**src/rtl/ip_uart_arb_pkg.sv**
```systemverilog
// ---------------------------------------------------------------------------
// ip_uart_arb_pkg
//   Shared definitions for the ip_uart transmit arbiter.
//   - arb_state_t : arbiter FSM state encoding
//                   (ST_IDLE=0, ST_SEND=1, ST_WAIT_ACK=2, ST_WAIT_DONE=3)
//   - UART_BYTE_W : width of one byte handed to ip_uart
//   - cnt_width() : counter width able to hold a terminal value (min 1 bit)
// ---------------------------------------------------------------------------
package ip_uart_arb_pkg;

    localparam int UART_BYTE_W = 8;

    typedef enum logic [1:0] {
        ST_IDLE      = 2'd0,
        ST_SEND      = 2'd1,
        ST_WAIT_ACK  = 2'd2,
        ST_WAIT_DONE = 2'd3
    } arb_state_t;

    // Width of a counter that must be able to reach 'limit' itself.
    function automatic int cnt_width(input int limit);
        int w;
        w = 1;
        while ((limit >> w) != 0) begin
            w = w + 1;
        end
        return w;
    endfunction

endpackage

```
**src/rtl/ip_uart_rr_pick.sv**
```systemverilog
// ---------------------------------------------------------------------------
// ip_uart_rr_pick
//   Combinational rotate / priority-find / rotate-back picker. Finds the first
//   set request at or above 'ptr', wrapping modulo NUM_REQ.
//
//   Build option: `define UART_ARB_FIXED_PRIO_EN ties the effective pointer to
//   0, giving fixed priority with the lowest index winning.
//
// Ports
//   req  in  NUM_REQ  request vector
//   ptr  in  PTR_W    index that has highest priority this round
//   gnt  out NUM_REQ  one-hot winner (all zero when req is zero)
//   idx  out PTR_W    index of the winner (0 when req is zero)
// ---------------------------------------------------------------------------
module ip_uart_rr_pick
    import ip_uart_arb_pkg::*;
#(
    parameter int NUM_REQ = 4,
    parameter int PTR_W   = 2
) (
    input  logic [NUM_REQ-1:0] req,
    input  logic [PTR_W-1:0]   ptr,
    output logic [NUM_REQ-1:0] gnt,
    output logic [PTR_W-1:0]   idx
);

    logic [PTR_W-1:0]     ptr_eff;
    logic [2*NUM_REQ-1:0] req_dbl;
    logic [NUM_REQ-1:0]   req_rot;
    logic                 found;
    int                   rot_idx;
    int                   win_idx;

    always_comb begin
`ifdef UART_ARB_FIXED_PRIO_EN
        // Masking keeps the port meaningful while forcing priority to index 0.
        ptr_eff = ptr & {PTR_W{1'b0}};
`else
        ptr_eff = ptr;
`endif
        // Rotate so that the pointer position lands on bit 0.
        req_dbl = {req, req} >> ptr_eff;
        req_rot = req_dbl[NUM_REQ-1:0];

        found   = 1'b0;
        rot_idx = 0;
        for (int i = 0; i < NUM_REQ; i++) begin
            if (!found && req_rot[i]) begin
                found   = 1'b1;
                rot_idx = i;
            end
        end

        // Rotate the winner back into absolute index space.
        win_idx = rot_idx + int'(ptr_eff);
        if (win_idx >= NUM_REQ) begin
            win_idx = win_idx - NUM_REQ;
        end

        idx = found ? PTR_W'(win_idx) : '0;
        gnt = found ? (NUM_REQ'(1) << win_idx) : '0;
    end

endmodule

```
**src/rtl/ip_uart_tx_arbiter.sv**
```systemverilog
// ---------------------------------------------------------------------------
// ip_uart_tx_arbiter
//   Shares one ip_uart transmitter between NUM_REQ byte sources. A requester
//   is granted (round-robin from an internal pointer) and keeps the grant until
//   its packet ends on req_last, so packets never interleave. Each byte is
//   handed over with a one-cycle send_req pulse, then the arbiter waits for
//   send_busy to rise (or ACK_TIMEOUT cycles) and fall again.
//
//   Build option: `define UART_ARB_FIXED_PRIO_EN selects fixed priority (lowest
//   index wins, pointer held at 0). Default build is round-robin.
//
// Valid/ready: a byte of requester i transfers on a rising sys_clk edge where
//   req_valid[i] and req_ready[i] are both high. req_ready is combinational and
//   only ever high for the current owner, in SEND, while send_busy is low.
//   A requester must hold req_data/req_last stable while req_valid is high and
//   req_ready is low.
//
// Ports
//   sys_clk    in  1          system clock
//   w_n_reset  in  1          asynchronous active-low reset
//   req_valid  in  NUM_REQ    requester i has a byte
//   req_data   in  NUM_REQ*8  byte of requester i in bits [8i+7:8i]
//   req_last   in  NUM_REQ    byte of requester i ends its packet
//   req_ready  out NUM_REQ    byte of requester i accepted this cycle
//   grant      out NUM_REQ    one-hot current owner, zero when idle
//   arb_busy   out 1          FSM not in IDLE
//   send_data  out 8          byte to ip_uart
//   send_req   out 1          one-cycle start pulse to ip_uart
//   send_busy  in  1          ip_uart busy
// ---------------------------------------------------------------------------
module ip_uart_tx_arbiter
    import ip_uart_arb_pkg::*;
#(
    parameter int NUM_REQ      = 4,
    parameter int ACK_TIMEOUT  = 16,
    parameter int IDLE_TIMEOUT = 1048576
) (
    input  logic                           sys_clk,
    input  logic                           w_n_reset,
    input  logic [NUM_REQ-1:0]             req_valid,
    input  logic [NUM_REQ*UART_BYTE_W-1:0] req_data,
    input  logic [NUM_REQ-1:0]             req_last,
    output logic [NUM_REQ-1:0]             req_ready,
    output logic [NUM_REQ-1:0]             grant,
    output logic                           arb_busy,
    output logic [UART_BYTE_W-1:0]         send_data,
    output logic                           send_req,
    input  logic                           send_busy
);

    localparam int PTR_W  = (NUM_REQ > 1) ? $clog2(NUM_REQ) : 1;
    localparam int ACK_W  = cnt_width(ACK_TIMEOUT);
    localparam int IDLE_W = cnt_width(IDLE_TIMEOUT);

    localparam logic [ACK_W-1:0]  ACK_LAST = ACK_W'(ACK_TIMEOUT - 1);
    localparam logic [IDLE_W-1:0] IDLE_LIM = IDLE_W'(IDLE_TIMEOUT);
    localparam logic [PTR_W-1:0]  PTR_MAX  = PTR_W'(NUM_REQ - 1);

    arb_state_t             state_q,     state_d;
    logic [NUM_REQ-1:0]     grant_q,     grant_d;
    logic [PTR_W-1:0]       owner_q,     owner_d;
    logic [PTR_W-1:0]       ptr_q,       ptr_d;
    logic [UART_BYTE_W-1:0] send_data_q, send_data_d;
    logic                   send_req_q,  send_req_d;
    logic                   last_q,      last_d;
    logic [ACK_W-1:0]       ack_cnt_q,   ack_cnt_d;
    logic [IDLE_W-1:0]      idle_cnt_q,  idle_cnt_d;

    logic [NUM_REQ-1:0]     pick_gnt;
    logic [PTR_W-1:0]       pick_idx;
    logic                   owner_valid;
    logic [UART_BYTE_W-1:0] owner_byte;
    logic                   owner_last;
    logic [PTR_W-1:0]       next_ptr;
    logic                   release_pkt;

    ip_uart_rr_pick #(
        .NUM_REQ (NUM_REQ),
        .PTR_W   (PTR_W)
    ) u_pick (
        .req (req_valid),
        .ptr (ptr_q),
        .gnt (pick_gnt),
        .idx (pick_idx)
    );

    // Owner-side view of the request bus.
    assign owner_valid = |(grant_q & req_valid);
    assign owner_byte  = req_data[int'(owner_q)*UART_BYTE_W +: UART_BYTE_W];
    assign owner_last  = req_last[owner_q];

`ifdef UART_ARB_FIXED_PRIO_EN
    assign next_ptr = '0;
`else
    assign next_ptr = (owner_q == PTR_MAX) ? '0 : owner_q + PTR_W'(1);
`endif

    always_comb begin
        state_d     = state_q;
        grant_d     = grant_q;
        owner_d     = owner_q;
        ptr_d       = ptr_q;
        send_data_d = send_data_q;
        send_req_d  = 1'b0;
        last_d      = last_q;
        ack_cnt_d   = ack_cnt_q;
        idle_cnt_d  = idle_cnt_q;
        req_ready   = '0;
        release_pkt = 1'b0;

        case (state_q)
            ST_IDLE: begin
                if (|req_valid) begin
                    grant_d    = pick_gnt;
                    owner_d    = pick_idx;
                    idle_cnt_d = '0;
                    state_d    = ST_SEND;
                end
            end

            ST_SEND: begin
                // A busy UART (e.g. still shifting a frame from before a
                // reset) stalls the handover entirely.
                req_ready = grant_q & req_valid & {NUM_REQ{~send_busy}};
                if (owner_valid && !send_busy) begin
                    send_data_d = owner_byte;
                    send_req_d  = 1'b1;
                    last_d      = owner_last;
                    idle_cnt_d  = '0;
                    ack_cnt_d   = '0;
                    state_d     = ST_WAIT_ACK;
                end else if (!owner_valid && (IDLE_TIMEOUT != 0)) begin
                    idle_cnt_d = idle_cnt_q + IDLE_W'(1);
                    if (idle_cnt_d == IDLE_LIM) begin
                        release_pkt = 1'b1;
                    end
                end
            end

            ST_WAIT_ACK: begin
                // Leaving after ACK_TIMEOUT quiet cycles covers a UART that
                // completes a byte without busy ever being observed.
                if (send_busy || (ack_cnt_q == ACK_LAST)) begin
                    state_d = ST_WAIT_DONE;
                end else begin
                    ack_cnt_d = ack_cnt_q + ACK_W'(1);
                end
            end

            ST_WAIT_DONE: begin
                if (!send_busy) begin
                    if (last_q) begin
                        release_pkt = 1'b1;
                    end else begin
                        state_d = ST_SEND;
                    end
                end
            end

            default: begin
                state_d = ST_IDLE;
            end
        endcase

        if (release_pkt) begin
            grant_d    = '0;
            ptr_d      = next_ptr;
            idle_cnt_d = '0;
            state_d    = ST_IDLE;
        end
    end

    always_ff @(posedge sys_clk or negedge w_n_reset) begin
        if (!w_n_reset) begin
            state_q     <= ST_IDLE;
            grant_q     <= '0;
            owner_q     <= '0;
            ptr_q       <= '0;
            send_data_q <= '0;
            send_req_q  <= 1'b0;
            last_q      <= 1'b0;
            ack_cnt_q   <= '0;
            idle_cnt_q  <= '0;
        end else begin
            state_q     <= state_d;
            grant_q     <= grant_d;
            owner_q     <= owner_d;
            ptr_q       <= ptr_d;
            send_data_q <= send_data_d;
            send_req_q  <= send_req_d;
            last_q      <= last_d;
            ack_cnt_q   <= ack_cnt_d;
            idle_cnt_q  <= idle_cnt_d;
        end
    end

    assign grant     = grant_q;
    assign arb_busy  = (state_q != ST_IDLE);
    assign send_data = send_data_q;
    assign send_req  = send_req_q;

endmodule

```
**config.mk**
```make
export PLATFORM = sky130hd
export DESIGN_NAME = ip_uart_tx_arbiter
export DESIGN_NICKNAME = d
export VERILOG_FILES = /design/src/rtl/ip_uart_arb_pkg.sv /design/src/rtl/ip_uart_rr_pick.sv /design/src/rtl/ip_uart_tx_arbiter.sv
export SDC_FILE = /design/constraint.sdc
export NUM_CORES = 1
export LEC_CHECK = 0
export BUFFER_PORTS_ARGS = -buffer_cell sky130_fd_sc_hd__buf_2
export CORE_ASPECT_RATIO = 0.5
export CORE_UTILIZATION = 52
export CTS_BUF_LIST = sky130_fd_sc_hd__clkbuf_8
export CTS_CLUSTER_DIAMETER = 100
export DETAILED_ROUTE_END_ITERATION = 6
export PLACE_DENSITY = 0.79
export SYNTH_ARGS = -nofsm -noshare
export SYNTH_HDL_FRONTEND = slang
export SYNTH_SLANG_ARGS = --single-unit
export TNS_END_PERCENT = 50
```
**constraint.sdc**
```tcl
create_clock -name sys_clk -period 2.9 [get_ports sys_clk]
set_input_delay 0.145 -clock sys_clk [delete_from_list [all_inputs] [get_ports sys_clk]]
set_output_delay 0.145 -clock sys_clk [all_outputs]
set_load 0.03 [all_outputs]
```
==> Word-level counts from Yosys, hierarchy flattened <==
Index checks and enable logic that the tools add are counted.
{ "word_totals": {"register_bits": 46, "wordCells": 99} }
{ "classes": {"n_addsub": 5, "magnitude_cmp": 2, "eq_ne": 14, "shift": 3, "muxes": 40, "bitwise_logic": 3, "n_reduce_logical": 23} }
{ "ops": {"columns": ["operator", "count"], "rows": [
  ["21-bit 2-to-1 mux", 4],
  ["21-bit case mux with 2 select lines", 1],
  ["32-bit by 4-bit greater-or-equal comparator with 1-bit output, second input constant", 1],
  ["32-bit 2-to-1 mux", 1],
  ["32-bit by 6-bit indexed part select with 8-bit output", 1],
  ["1-bit by 32-bit left shift with 4-bit output, first input constant", 1],
  ["32-bit by 4-bit subtractor with 32-bit output, second input constant", 1],
  ["21-bit by 1-bit adder with 21-bit output, second input constant", 1],
  ["21-bit == test, second input constant", 1],
  ["2-bit 2-to-1 mux", 10],
  ["4-bit 2-to-1 mux", 5],
  ["3-bit != test, second input constant", 5],
  ["1-bit 2-to-1 mux", 13],
  ["5-bit 2-to-1 mux", 2],
  ["5-bit case mux with 2 select lines", 1],
  ["4-bit AND", 2],
  ["2-bit case mux with 4 select lines", 1],
  ["2-bit nonzero test", 4],
  ["4-bit OR reduction", 2],
  ["8-bit by 2-bit >> shifter with 4-bit output", 1],
  ["2-bit == test, second input constant", 3],
  ["2-bit AND reduction", 3],
  ["3-bit AND reduction", 2],
  ["5-bit by 1-bit adder with 5-bit output, second input constant", 1],
  ["16 further kinds", 23]
]} }

==> Longest topological paths before layout <==
Gate-level depths: netlist (run 1).
{ "depth": {"ltp_word": 19, "mapped_depth": 12} }

==> Hierarchy <==
Synthesis (run 1) repeated with hierarchy kept, for this count alone.
{ "unflattened": {"hier_cells": 343, "hier_area_um2": 3220.6} }
{ "by_module_without_submodules": {"columns": ["module", "n_inst", "cells_per_inst", "area_each_um2", "seq_area_each_um2"], "rows": [
  ["ip_uart_tx_arbiter", 1, 302, 2927.8, 1151.1],
  ["ip_uart_rr_pick", 1, 41, 292.8, 0.0]
]} }

==> Worst setup path before layout (run 1) <==
OpenSTA, ideal clock, no wires.
{ "synth_timing": {"kind": "reg2reg", "startpoint": "register idle_cnt_q[0]", "endpoint": "register ptr_q[0]", "setup_ns": 0.128, "arrival_ns": 2.560, "setup_slack_ns": 0.212, "stages_incl_launch_ff": 11, "cell_sequence": "dfrtp_1 ha_1 and4_1 buf_4 and4_1 buf_4 nand3_2 xor2_1 or4_4 o31ai_4 mux2_1"} }
{ "synth_between": {"elab_chain_len": 6} }
{ "synth_rtl": {"columns": ["item", "line", "rtl"], "rows": [
  ["start, declared", "ip_uart_tx_arbiter.sv:67", "logic [IDLE_W-1:0] idle_cnt_q, idle_cnt_d;"],
  ["start signal, assigned", "ip_uart_tx_arbiter.sv:193", "idle_cnt_q <= idle_cnt_d;"],
  ["21-bit by 1-bit adder with 21-bit output", "ip_uart_tx_arbiter.sv:133", "idle_cnt_d = idle_cnt_q + IDLE_W'(1);"],
  ["21-bit == test", "ip_uart_tx_arbiter.sv:134", "if (idle_cnt_d == IDLE_LIM) begin"],
  ["1-bit 2-to-1 mux", "ip_uart_tx_arbiter.sv:134", null],
  ["1-bit 2-to-1 mux", "ip_uart_tx_arbiter.sv:132", "end else if (!owner_valid && (IDLE_TIMEOUT != 0)) begin"],
  ["1-bit 2-to-1 mux", "ip_uart_tx_arbiter.sv:125", "if (owner_valid && !send_busy) begin"],
  ["1-bit case mux with 2 select lines", "ip_uart_tx_arbiter.sv:111", "case (state_q)"],
  ["end signal, assigned", "ip_uart_tx_arbiter.sv:188", "ptr_q <= ptr_d;"],
  ["end, declared", "ip_uart_tx_arbiter.sv:62", "logic [PTR_W-1:0] ptr_q, ptr_d;"]
]} }
Every way passes these cells.
A chain may end at the register's enable or synchronous reset.

==> Final worst setup path (run 1) <==
{ "layout_timing": {"startpoint": "register idle_cnt_q[0]", "endpoint": "register ptr_q[1]"} }
Same word-level chain as after synthesis.

==> impl_metrics.toml, run 1 <==
[status]
run_status = "complete, but fails checks"
violations_in_the_final_reports = "design-rule violations"

[routing]
detail_route.wirelength_um = 7430
via_per_inst = 6.09
dr_wl_met3_um = 502
maxUsedRoutingLayer = "met4"
route.vias.total = 2910
detailroute.wirelength.met2_um = 3720
routedLengthMet1_um = 3130
drt_first_iter_violations = 187
first_pass_iters = 7
routedWlPerCell_um = 15.5
route.detailed.drc = 9
postRouteAntennaNets = 0

[placement]
detailed_place_hpwl_um = 5570
io_buffer_count = 60
gp_congestion = 0.887

[sta]
unrepaired_setup_endpoints_after_global_routing = "no"
worst_slew_margin_rel_pct = 32.2
final_period_minus_worst_setup_slack_ns = 2.74
fin_skew_ns = 0.00729
fmaxAchievable_mhz = 365
finalSetupViolations = 0
finalMaxSlewViolations = 0
setup_tns_ns = 0
worst_pin_slew_ns = 1.02
final_hold_viols = 0
whs_ns = 0.00405
layout_worst_path_cycle_share_pct = 94.3

[setup_path]
worstReg2RegStart = "idle_cnt_q[0]"
reg2reg_setup_slack_ns = 0.16
setup.worst_path.start_class = "register"
path_max_fanout = 6
worst_setup_ep_type = "register"
cp.required_ns = 3.09
ff2ff_path_depth = 8
path_class = "reg2reg"
reg2reg_capture_point = "ptr_q[1]"
timing.critical_path.arrival_ns = 2.93

[clocking]
cts.sink_count = 46
clk_transition_reported_paths_ns = 0.09
ctsLongestPathBuffers = 2
clkLatencyLatePin_ns = 0.31
cts_setup_buffers = 0
cts_tree = "done"
cts_made_buffers = 5
cts_htree_levels = 2
ctsRootBufferMaster = "clkbuf_8"

[synth]
synth_area_leader_cell = "dfrtp_1"
post_synth_num_cell_types = 50
postSynth.asyncResetShare_pct = 100
synth.avg_cell_area_um2 = 8.94
synth_nets = 402
seq_area_frac_synth_pct = 36.8
synth-warning-count = 0
flops_latches_synth = 46
yosys.area.top_type_share_pct = 36.8
synth-edff-count = 0
area_of_the_mapped_netlist_um2 = 3130
syn-instance-count = 350
synth.area.top_cells = "dfrtp_1 37%, mux4_2 6.5%, a21oi_1 5.3%"
synth-main-ff-cell = "dfrtp_1"

[floorplanning]
die-height_um = 56.9
boundaryPins = 61
fp.dieW_um = 112
core-area_um2 = 5630
floorplan.initialDensity_pct = 55.5
dieArea_um2 = 6350
std_cell_rows = 19

[global_route]
grt_util_all_layers_pct = 24.3
grt_remaining_overflow = 0
grt_start_max_net_pins = 47
antenna_found_initial = 0
first_pass_grt_wire_length_um = 12400
grt_pass1_vias = 2755

[pwr]
cellPowerDensity_nw_per_um2 = 779
power_leakage_nw = 1.59
ir_drop_uv = 329

[layout]
post_route_cells_drive_above_1_share_pct = 25.4
layout.filler_cells = 474
sequential_cell_area_um2 = 1150
layout_commonest_cell = "buf_2"
num_antenna_cells = 0
area_taken_by_multi_input_logic_gates_um2 = 1850
area_delta_synth_final_pct = 14.5
layout_common_cells = "60 x buf_2, 46 x dfrtp_1, 37 x nor2_1"
final_layout_net_count = 456

[hold_path]
min_path_type = "in2async"

[flow_run]
maxCapViolations = 0
cell usage after synthesis, drive strengths merged, types with 2 or more instances:
library cell / n
dfrtp: 46
nor2: 37
a21oi: 33
o21ai: 30
nand2: 28
clkbuf: 13
mux2: 12
and3: 10
ha: 9
mux4: 9
nand3: 9
nand4: 9
buf: 8
inv: 8
nand3b: 8
nor3: 8
xnor2: 8
nor2b: 7
or3: 7
a211oi: 5
and4: 4
nand4b: 4
or2: 4
mux2i: 3
nand2b: 3
nor3b: 3
a21o: 2
a22oi: 2
a32oi: 2
and2: 2
nor4: 2
o21bai: 2
per-layer routing:
| metal | up-vias | global-route usage (%) |
|---|---|---|
| li1 | 1385 | - |
| met2 | 110 | 44.3 |
| met3 | 9 | 4.32 |
| met5 | - | 0 |
| met1 | 1406 | 30.4 |
| met4 | 0 | 5.02 |
stage by stage:
| stage | instance area [um^2] | utilization (%) | instances | setup slack [ns] | power [mW] |
|---|---|---|---|---|---|
| final | 3580 | 63.6 | 478 | 0.164 | 2.79 |
| after global routing | 3580 | 63.6 | 478 | 0.0195 | 2.97 |
| after CTS | 3580 | 63.5 | 478 | 0.0984 | 2.79 |
| after detailed placement | 3480 | 61.8 | 470 | 0.123 | 2.37 |
| after global placement | 3480 | 61.8 | 470 | 0.251 | 2.30 |
| after floorplan | 3130 | - | 350 | 0.212 | 1.97 |
kinds of logic (layout without fill, tap and decap cells):
group,Yosys count,in the layout,share of synthesized area (%)
buf+inv,29,84,4.08
xor+xnor,9,9,2.52
mux,24,24,11.8
simple gates,147,147,25.0
compound gates,86,86,16.3
flops,46,46,36.8
fa+ha+maj,9,9,3.60
registers in the layout, summed over array words and instances, names as in the netlist:
register    cells
idle_cnt_q     21
send_data       8
ack_cnt_q       5
grant           4
owner_q         2
ptr_q           2
state_q         2
last_q          1
send_req        1
what timing repair did:
action                     CTS  global route
resized for setup            0             2
setup endpoints to repair    0            23
hold buffers                 0             0
final cells by class:
type	instances	share of cell area [%]
multi-input combinational	275	51.7
sequential	46	32.1
clock inverter	3	0.699
tap	73	2.55
timing repair buffer	68	10.2
inverter	8	0.838
clock buffer	5	1.92
how the worst max path moves through the flow:
stage,from,to,slack [ns],depth (start not counted)
global route,idle_cnt_q[0],idle_cnt_q[0],0.02,9
detailed placement,idle_cnt_q[0],idle_cnt_q[0],0.12,9
CTS,idle_cnt_q[0],idle_cnt_q[0],0.1,9
global placement,idle_cnt_q[0],state_q[1],0.25,9
floorplan,idle_cnt_q[0],ptr_q[0],0.21,10
finish,idle_cnt_q[0],ptr_q[1],0.16,8
critical path, cell delays in order, from the launching register on:
cell and delay, ns:
dfrtp_1 0.42, ha_1 0.28, and4_1 0.24, and4_2 0.30
nand3_2 0.11, xor2_1 0.15, or4_4 0.50, o31ai_4 0.26
mux2_1 0.36
power breakdown:
part	switching (mW)	internal [mW]
Clock	0.244	0.174
Combinational	0.816	0.567
Sequential	0.199	0.790
(Power assumes the default switching activity.)
==> run 2: changes to the inputs <==
--- a/config.mk
+++ b/config.mk
@@ -11,6 +11,7 @@
 export CTS_BUF_LIST = sky130_fd_sc_hd__clkbuf_8
 export CTS_CLUSTER_DIAMETER = 100
 export DETAILED_ROUTE_END_ITERATION = 6
+export MAX_ROUTING_LAYER = met4
 export PLACE_DENSITY = 0.79
 export SYNTH_ARGS = -nofsm -noshare
 export SYNTH_HDL_FRONTEND = slang
==> run 2 against run 1 <==
  * The flow still finishes with violations (design-rule violations)
  * Die area stayed put
  * Via count hardly changed
  * Worst setup slack hardly changed
  * Maximum frequency hardly changed
  * Worst hold slack hardly changed
  * Final cell count stayed put
  * Clock power hardly changed
  * Sequential power hardly changed
  * Flip-flop and latch count stayed put
==> impl_metrics.toml, run 2 (synthesized netlist as in run 1, its figures left out) <==
[pwr]
power_leakage_nw = 1.59
switchingPower_mw = 1.26
power.switching_fraction_pct = 45.1
cellPowerDensity_nw_per_um2 = 779
clkPwrFrac_pct = 15.0
p_int_mw = 1.53
combinationalPowerShare_pct = 49.6
ir_drop_uv = 328
seq_power_share_pct = 35.4

[placement]
placed_area_um2 = 3480
detailed_place_hpwl_um = 5570
gp_congestion = 0.902
io_buffer_count = 60
placed_instance_count = 470

[layout]
post_route_cells_drive_above_1_share_pct = 25.4
num_antenna_cells = 0
instances_no_fill = 478
largest-register = "idle_cnt_q"
area_delta_synth_final_pct = 14.5
largest_reg_flops = 21
layout_common_cells = "60 x buf_2, 46 x dfrtp_1, 37 x nor2_1"
layout_commonest_cell = "buf_2"
final_layout_net_count = 456
layout.cell_area.non_filler_um2 = 3580

[floorplanning]
core-area_um2 = 5630
std_cell_rows = 19
fp.dieW_um = 112
die-height_um = 56.9
boundaryPins = 61
floorplan.initialDensity_pct = 55.5
dieArea_um2 = 6350

[setup_path]
worst_setup_ep_type = "register"
setup.worst_path.start_class = "register"
ff2ff_path_depth = 8
worstPathBufferInverterCount = 0
crit_slowest_cell = "or4_4"
slowest_delay_ns = 0.50
reg2reg_setup_slack_ns = 0.16
worst_path_dominant_cell_family = "simple AND/OR/NAND/NOR gates"
worstSetupPathDepth = 8
cp.required_ns = 3.09
crit_path_cell_trace = "ha_1 > and4_1 > and4_2 > nand3_2 > xor2_1 > or4_4 > o31ai_4 > mux2_1"
path_class = "reg2reg"
timing.critical_path.arrival_ns = 2.93
path_max_fanout = 6

[sta]
final_hold_viols = 0
worst_slew_margin_rel_pct = 32.4
worst_pin_slew_ns = 1.01
fin_skew_ns = 0.00720
final_period_minus_worst_setup_slack_ns = 2.74
fmaxAchievable_mhz = 365
finalMaxSlewViolations = 0
finalSetupViolations = 0
whs_ns = 0.00428
layout_worst_path_cycle_share_pct = 94.3
unrepaired_setup_endpoints_after_global_routing = "no"
setup_tns_ns = 0

[routing]
postRouteAntennaNets = 0
via_per_inst = 6.09
detail_route.wirelength_um = 7410
first_pass_iters = 7
drt_first_iter_violations = 179
route.vias.total = 2911
routedWlPerCell_um = 15.5
route.detailed.drc = 9

[global_route]
grt_remaining_overflow = 0
grt_start_max_net_pins = 47
grt_pass1_vias = 2754
first_pass_grt_wire_length_um = 12500
grt_util_all_layers_pct = 25.0
antenna_found_initial = 0

[status]
violations_in_the_final_reports = "design-rule violations"
run_status = "complete, but fails checks"

[clocking]
clkLatencyLatePin_ns = 0.31
ctsLongestPathBuffers = 2
clk_transition_reported_paths_ns = 0.09
cts_setup_buffers = 0
ctsRootBufferMaster = "clkbuf_8"
cts_made_buffers = 5
cts_htree_levels = 2
cts.sink_count = 46
cts_tree = "done"

[flow_run]
maxCapViolations = 0

[hold_path]
min_path_type = "in2async"
[run 2: cell counts in the layout (fill, tap and decap cells not counted)]
Identical to the previous run, type by type.
[run 2: worst paths after layout]
check / from / endpoint
setup / recovery: idle_cnt_q[0] / ptr_q[1]
min in group sys_clk: send_busy / ack_cnt_q[2]
hold / removal: w_n_reset / idle_cnt_q[8]
max in group asynchronous: w_n_reset / idle_cnt_q[10]
setup reg to reg: idle_cnt_q[0] / ptr_q[1]
hold reg to reg: send_data[1] / send_data[1]
[run 2: timing repair]
action / 4_1_cts / 5_1_grt
setup endpoints to repair: 0 / 23
gates resized for setup: 0 / 2
hold buffers: 0 / 0
[run 2: routing by layer]
metal | vias to the layer above | global-route usage, % | share of wire (%) | wire length, um
met1 | 1409 | 30.6 | 43 | 3160
met2 | 107 | 44.2 | 50 | 3710
li1 | 1388 | - | - | -
met3 | 7 | 4.32 | 6.6 | 490
met4 | 0 | 5.02 | 0.74 | 55
met5 | - | - | 0 | 0
[run 2: per-stage QoR]
stage	power (mW)	util [%]	setup WS [ns]
2_1_floorplan	1.97	-	0.212
3_3_place_gp	2.30	61.8	0.251
3_5_place_dp	2.37	61.8	0.123
4_1_cts	2.79	63.5	0.0984
5_1_grt	2.97	63.6	0.0195
6_report	2.79	63.6	0.164
[run 2: final cells by class]
cell class	instances	area (um^2)
fill	474	2050
clock buffer	5	68.8
multi-input combinational	275	1850
timing repair buffer	68	364
sequential	46	1150
tap	73	91.3
clock inverter	3	25.0
inverter	8	30.0
[run 2: power by group through the flow]
stage                     combinational, mW  clock [mW]  sequential, mW
after floorplan                       0.911           0            1.05
after global placement                 1.32           0           0.982
after detailed placement               1.37           0            1.00
after CTS                              1.38       0.426           0.986
after global routing                   1.51       0.444            1.02
final                                  1.38       0.418           0.988
==> run 3: changes to the inputs <==
--- a/config.mk
+++ b/config.mk
@@ -5,14 +5,14 @@
 export SDC_FILE = /design/constraint.sdc
 export NUM_CORES = 1
 export LEC_CHECK = 0
-export BUFFER_PORTS_ARGS = -buffer_cell sky130_fd_sc_hd__buf_2
 export CORE_ASPECT_RATIO = 0.5
-export CORE_UTILIZATION = 52
+export CORE_UTILIZATION = 55
 export CTS_BUF_LIST = sky130_fd_sc_hd__clkbuf_8
 export CTS_CLUSTER_DIAMETER = 100
 export DETAILED_ROUTE_END_ITERATION = 6
+export DONT_BUFFER_PORTS = 1
 export MAX_ROUTING_LAYER = met4
-export PLACE_DENSITY = 0.79
+export PLACE_DENSITY = 0.73
 export SYNTH_ARGS = -nofsm -noshare
 export SYNTH_HDL_FRONTEND = slang
 export SYNTH_SLANG_ARGS = --single-unit
==> run 3 against run 2 <==
  * Die area is 5.3% lower
  * Via count is 7.7% lower
  * First-iteration DRC count is 9.5% lower
  * Largest power group is now registers
  * Maximum frequency is 0.44% lower
  * Power is 3.7% lower
  * The flow now finishes without violations
  * Non-clock buffer count is 53 lower
  * Utilization is 0.87 points higher
  * Global-route usage is 0.69 points higher
  * Sequential share of layout area is 2.2 points higher
  * Highest routed layer unchanged
  * Count of clock-buffer cells in the layout stayed put
  * Register-to-register slack hardly changed
  * Critical path depth is 1 lower
==> impl_metrics.toml, run 3 (synthesized netlist as in run 1, its figures left out) <==
[floorplanning]
floorplan.initialDensity_pct = 60.1
std_cell_rows = 18
boundaryPins = 61
fp.dieW_um = 109
die-height_um = 55.3
dieArea_um2 = 6010
core-area_um2 = 5200

[routing]
first_pass_iters = 4
routedWlPerCell_um = 16.8
detail_route.wirelength_um = 7110
route.vias.total = 2686
drt_first_iter_violations = 162
via_per_inst = 6.36
route.detailed.drc = 0
postRouteAntennaNets = 0

[sta]
fin_skew_ns = 0.0116
worst_slew_margin_rel_pct = 32.7
whs_ns = 0.0635
worst_pin_slew_ns = 1.01
finalMaxSlewViolations = 0
final_hold_viols = 0
final_period_minus_worst_setup_slack_ns = 2.75
post_route_worst_setup_slack_ns = 0.152
unrepaired_setup_endpoints_after_global_routing = "no"
layout_worst_path_cycle_share_pct = 94.8
fmaxAchievable_mhz = 364
finalSetupViolations = 0
setup_tns_ns = 0

[global_route]
grt_util_all_layers_pct = 25.7
antenna_found_initial = 0
grt_pass1_vias = 2520
grt_remaining_overflow = 0
grt_start_max_net_pins = 47
first_pass_grt_wire_length_um = 11800

[clocking]
clk_transition_reported_paths_ns = 0.10
cts_htree_levels = 2
cts.sink_count = 46
ctsLongestPathBuffers = 2
cts_tree = "done"
cts_made_buffers = 5
ctsRootBufferMaster = "clkbuf_8"
clkLatencyLatePin_ns = 0.31

[flow_run]
maxCapViolations = 0

[layout]
final_layout_net_count = 403
post_route_cells_drive_above_1_share_pct = 13.9
area_delta_synth_final_pct = 7.16
instances_no_fill = 422
layout_commonest_cell = "dfrtp_1"
layout.filler_cells = 420
largest-register = "idle_cnt_q"
post-route-util_pct = 64.5
layout.cell_area.non_filler_um2 = 3350
layout_common_cells = "46 x dfrtp_1, 37 x nor2_1, 33 x a21oi_1"
largest_reg_flops = 21
num_antenna_cells = 0

[setup_path]
cp.required_ns = 3.10
worst_setup_ep_type = "register"
crit_path_cell_trace = "and3_1 > nand4_1 > nor2_1 > o21bai_1 > or4_4 > o31ai_4 > mux2_1"
worstPathBufferInverterCount = 0
critical_path.startpoint = "idle_cnt_q[1]"
timing.critical_path.arrival_ns = 2.95
worst_path_dominant_cell_family = "simple AND/OR/NAND/NOR gates"
reg2reg_setup_slack_ns = 0.15
crit_slowest_cell = "or4_4"
path_max_fanout = 6
slowest_delay_ns = 0.55
reg2reg_capture_point = "ptr_q[0]"
worstReg2RegStart = "idle_cnt_q[1]"
path_class = "reg2reg"
setup.worst_path.start_class = "register"
ff2ff_path_depth = 7

[status]
run_status = "complete, no violations"

[pwr]
report.power.total_mw = 2.69
power_leakage_nw = 1.37
ir_drop_uv = 543
cellPowerDensity_nw_per_um2 = 801

[hold_path]
timing.hold.worst.start = "send_busy"
worstHoldEndpoint = "ack_cnt_q[2]"
worstHoldPathCells = 3
min_path_type = "in2reg"

[placement]
detailed_place_hpwl_um = 5170
io_buffer_count = 0
placed_instance_count = 411
gp_congestion = 0.850
placed_area_um2 = 3210
worst_setup_slack_post_dpl_ns = 0.137
## run 3: cell types whose count changed in the layout (fill, tap and decap cells not counted), sizes merged
cell	previous run	this run
buf	68	14
clkinv	1	0
clkinvlp	1	2
dlygate4sd3	0	1
## run 3: how the worst max path moves through the flow
stage	slack [ns]	end	cells after the start
after floorplan	0.21	ptr_q[0]	10
final	0.15	ptr_q[0]	7
after global placement	0.28	idle_cnt_q[5]	9
after CTS	0.12	idle_cnt_q[5]	9
after detailed placement	0.14	idle_cnt_q[1]	9
after global routing	0.006	ptr_q[0]	8
## run 3: cell type report
class	instances	area [um^2]	area share, %
clock buffer	5	68.8	2.05
inverter	8	30.0	0.896
clock inverter	3	23.8	0.709
sequential	46	1150	34.3
multi-input combinational	275	1850	55.3
tap	70	87.6	2.61
timing repair buffer	15	139	4.14
## run 3: power breakdown
group	switching [mW]	internal, mW	total [mW]	leakage, nW
Combinational	0.622	0.499	1.12	0.723
Clock	0.244	0.173	0.417	0.0408
Sequential	0.361	0.788	1.15	0.609
Total	1.23	1.46	2.69	1.37
## run 3: worst register-to-register path, cell delays in order (launching register included)
cell and delay, ns:
dfrtp_1 0.42, and3_1 0.31, nand4_1 0.28, nor2_1 0.24, o21bai_1 0.12, or4_4 0.55, o31ai_4 0.36, mux2_1 0.37
## run 3: routing by layer
| layer | GRT usage [%] | part of all wire [%] | up-vias |
|---|---|---|---|
| met2 | 41.1 | 47 | 96 |
| met1 | 33.6 | 46 | 1298 |
| met4 | 6.37 | 0.96 | 0 |
| met5 | - | 0 | - |
| li1 | - | - | 1282 |
| met3 | 4.96 | 6.0 | 10 |
## run 3: what timing repair did
item | in CTS | in global routing
setup endpoints to repair | 0 | 21
hold buffers | 2 | 0
hold endpoints to repair | 46 | 0
gates resized for setup | 0 | 2
buffers inserted | 0 | 1
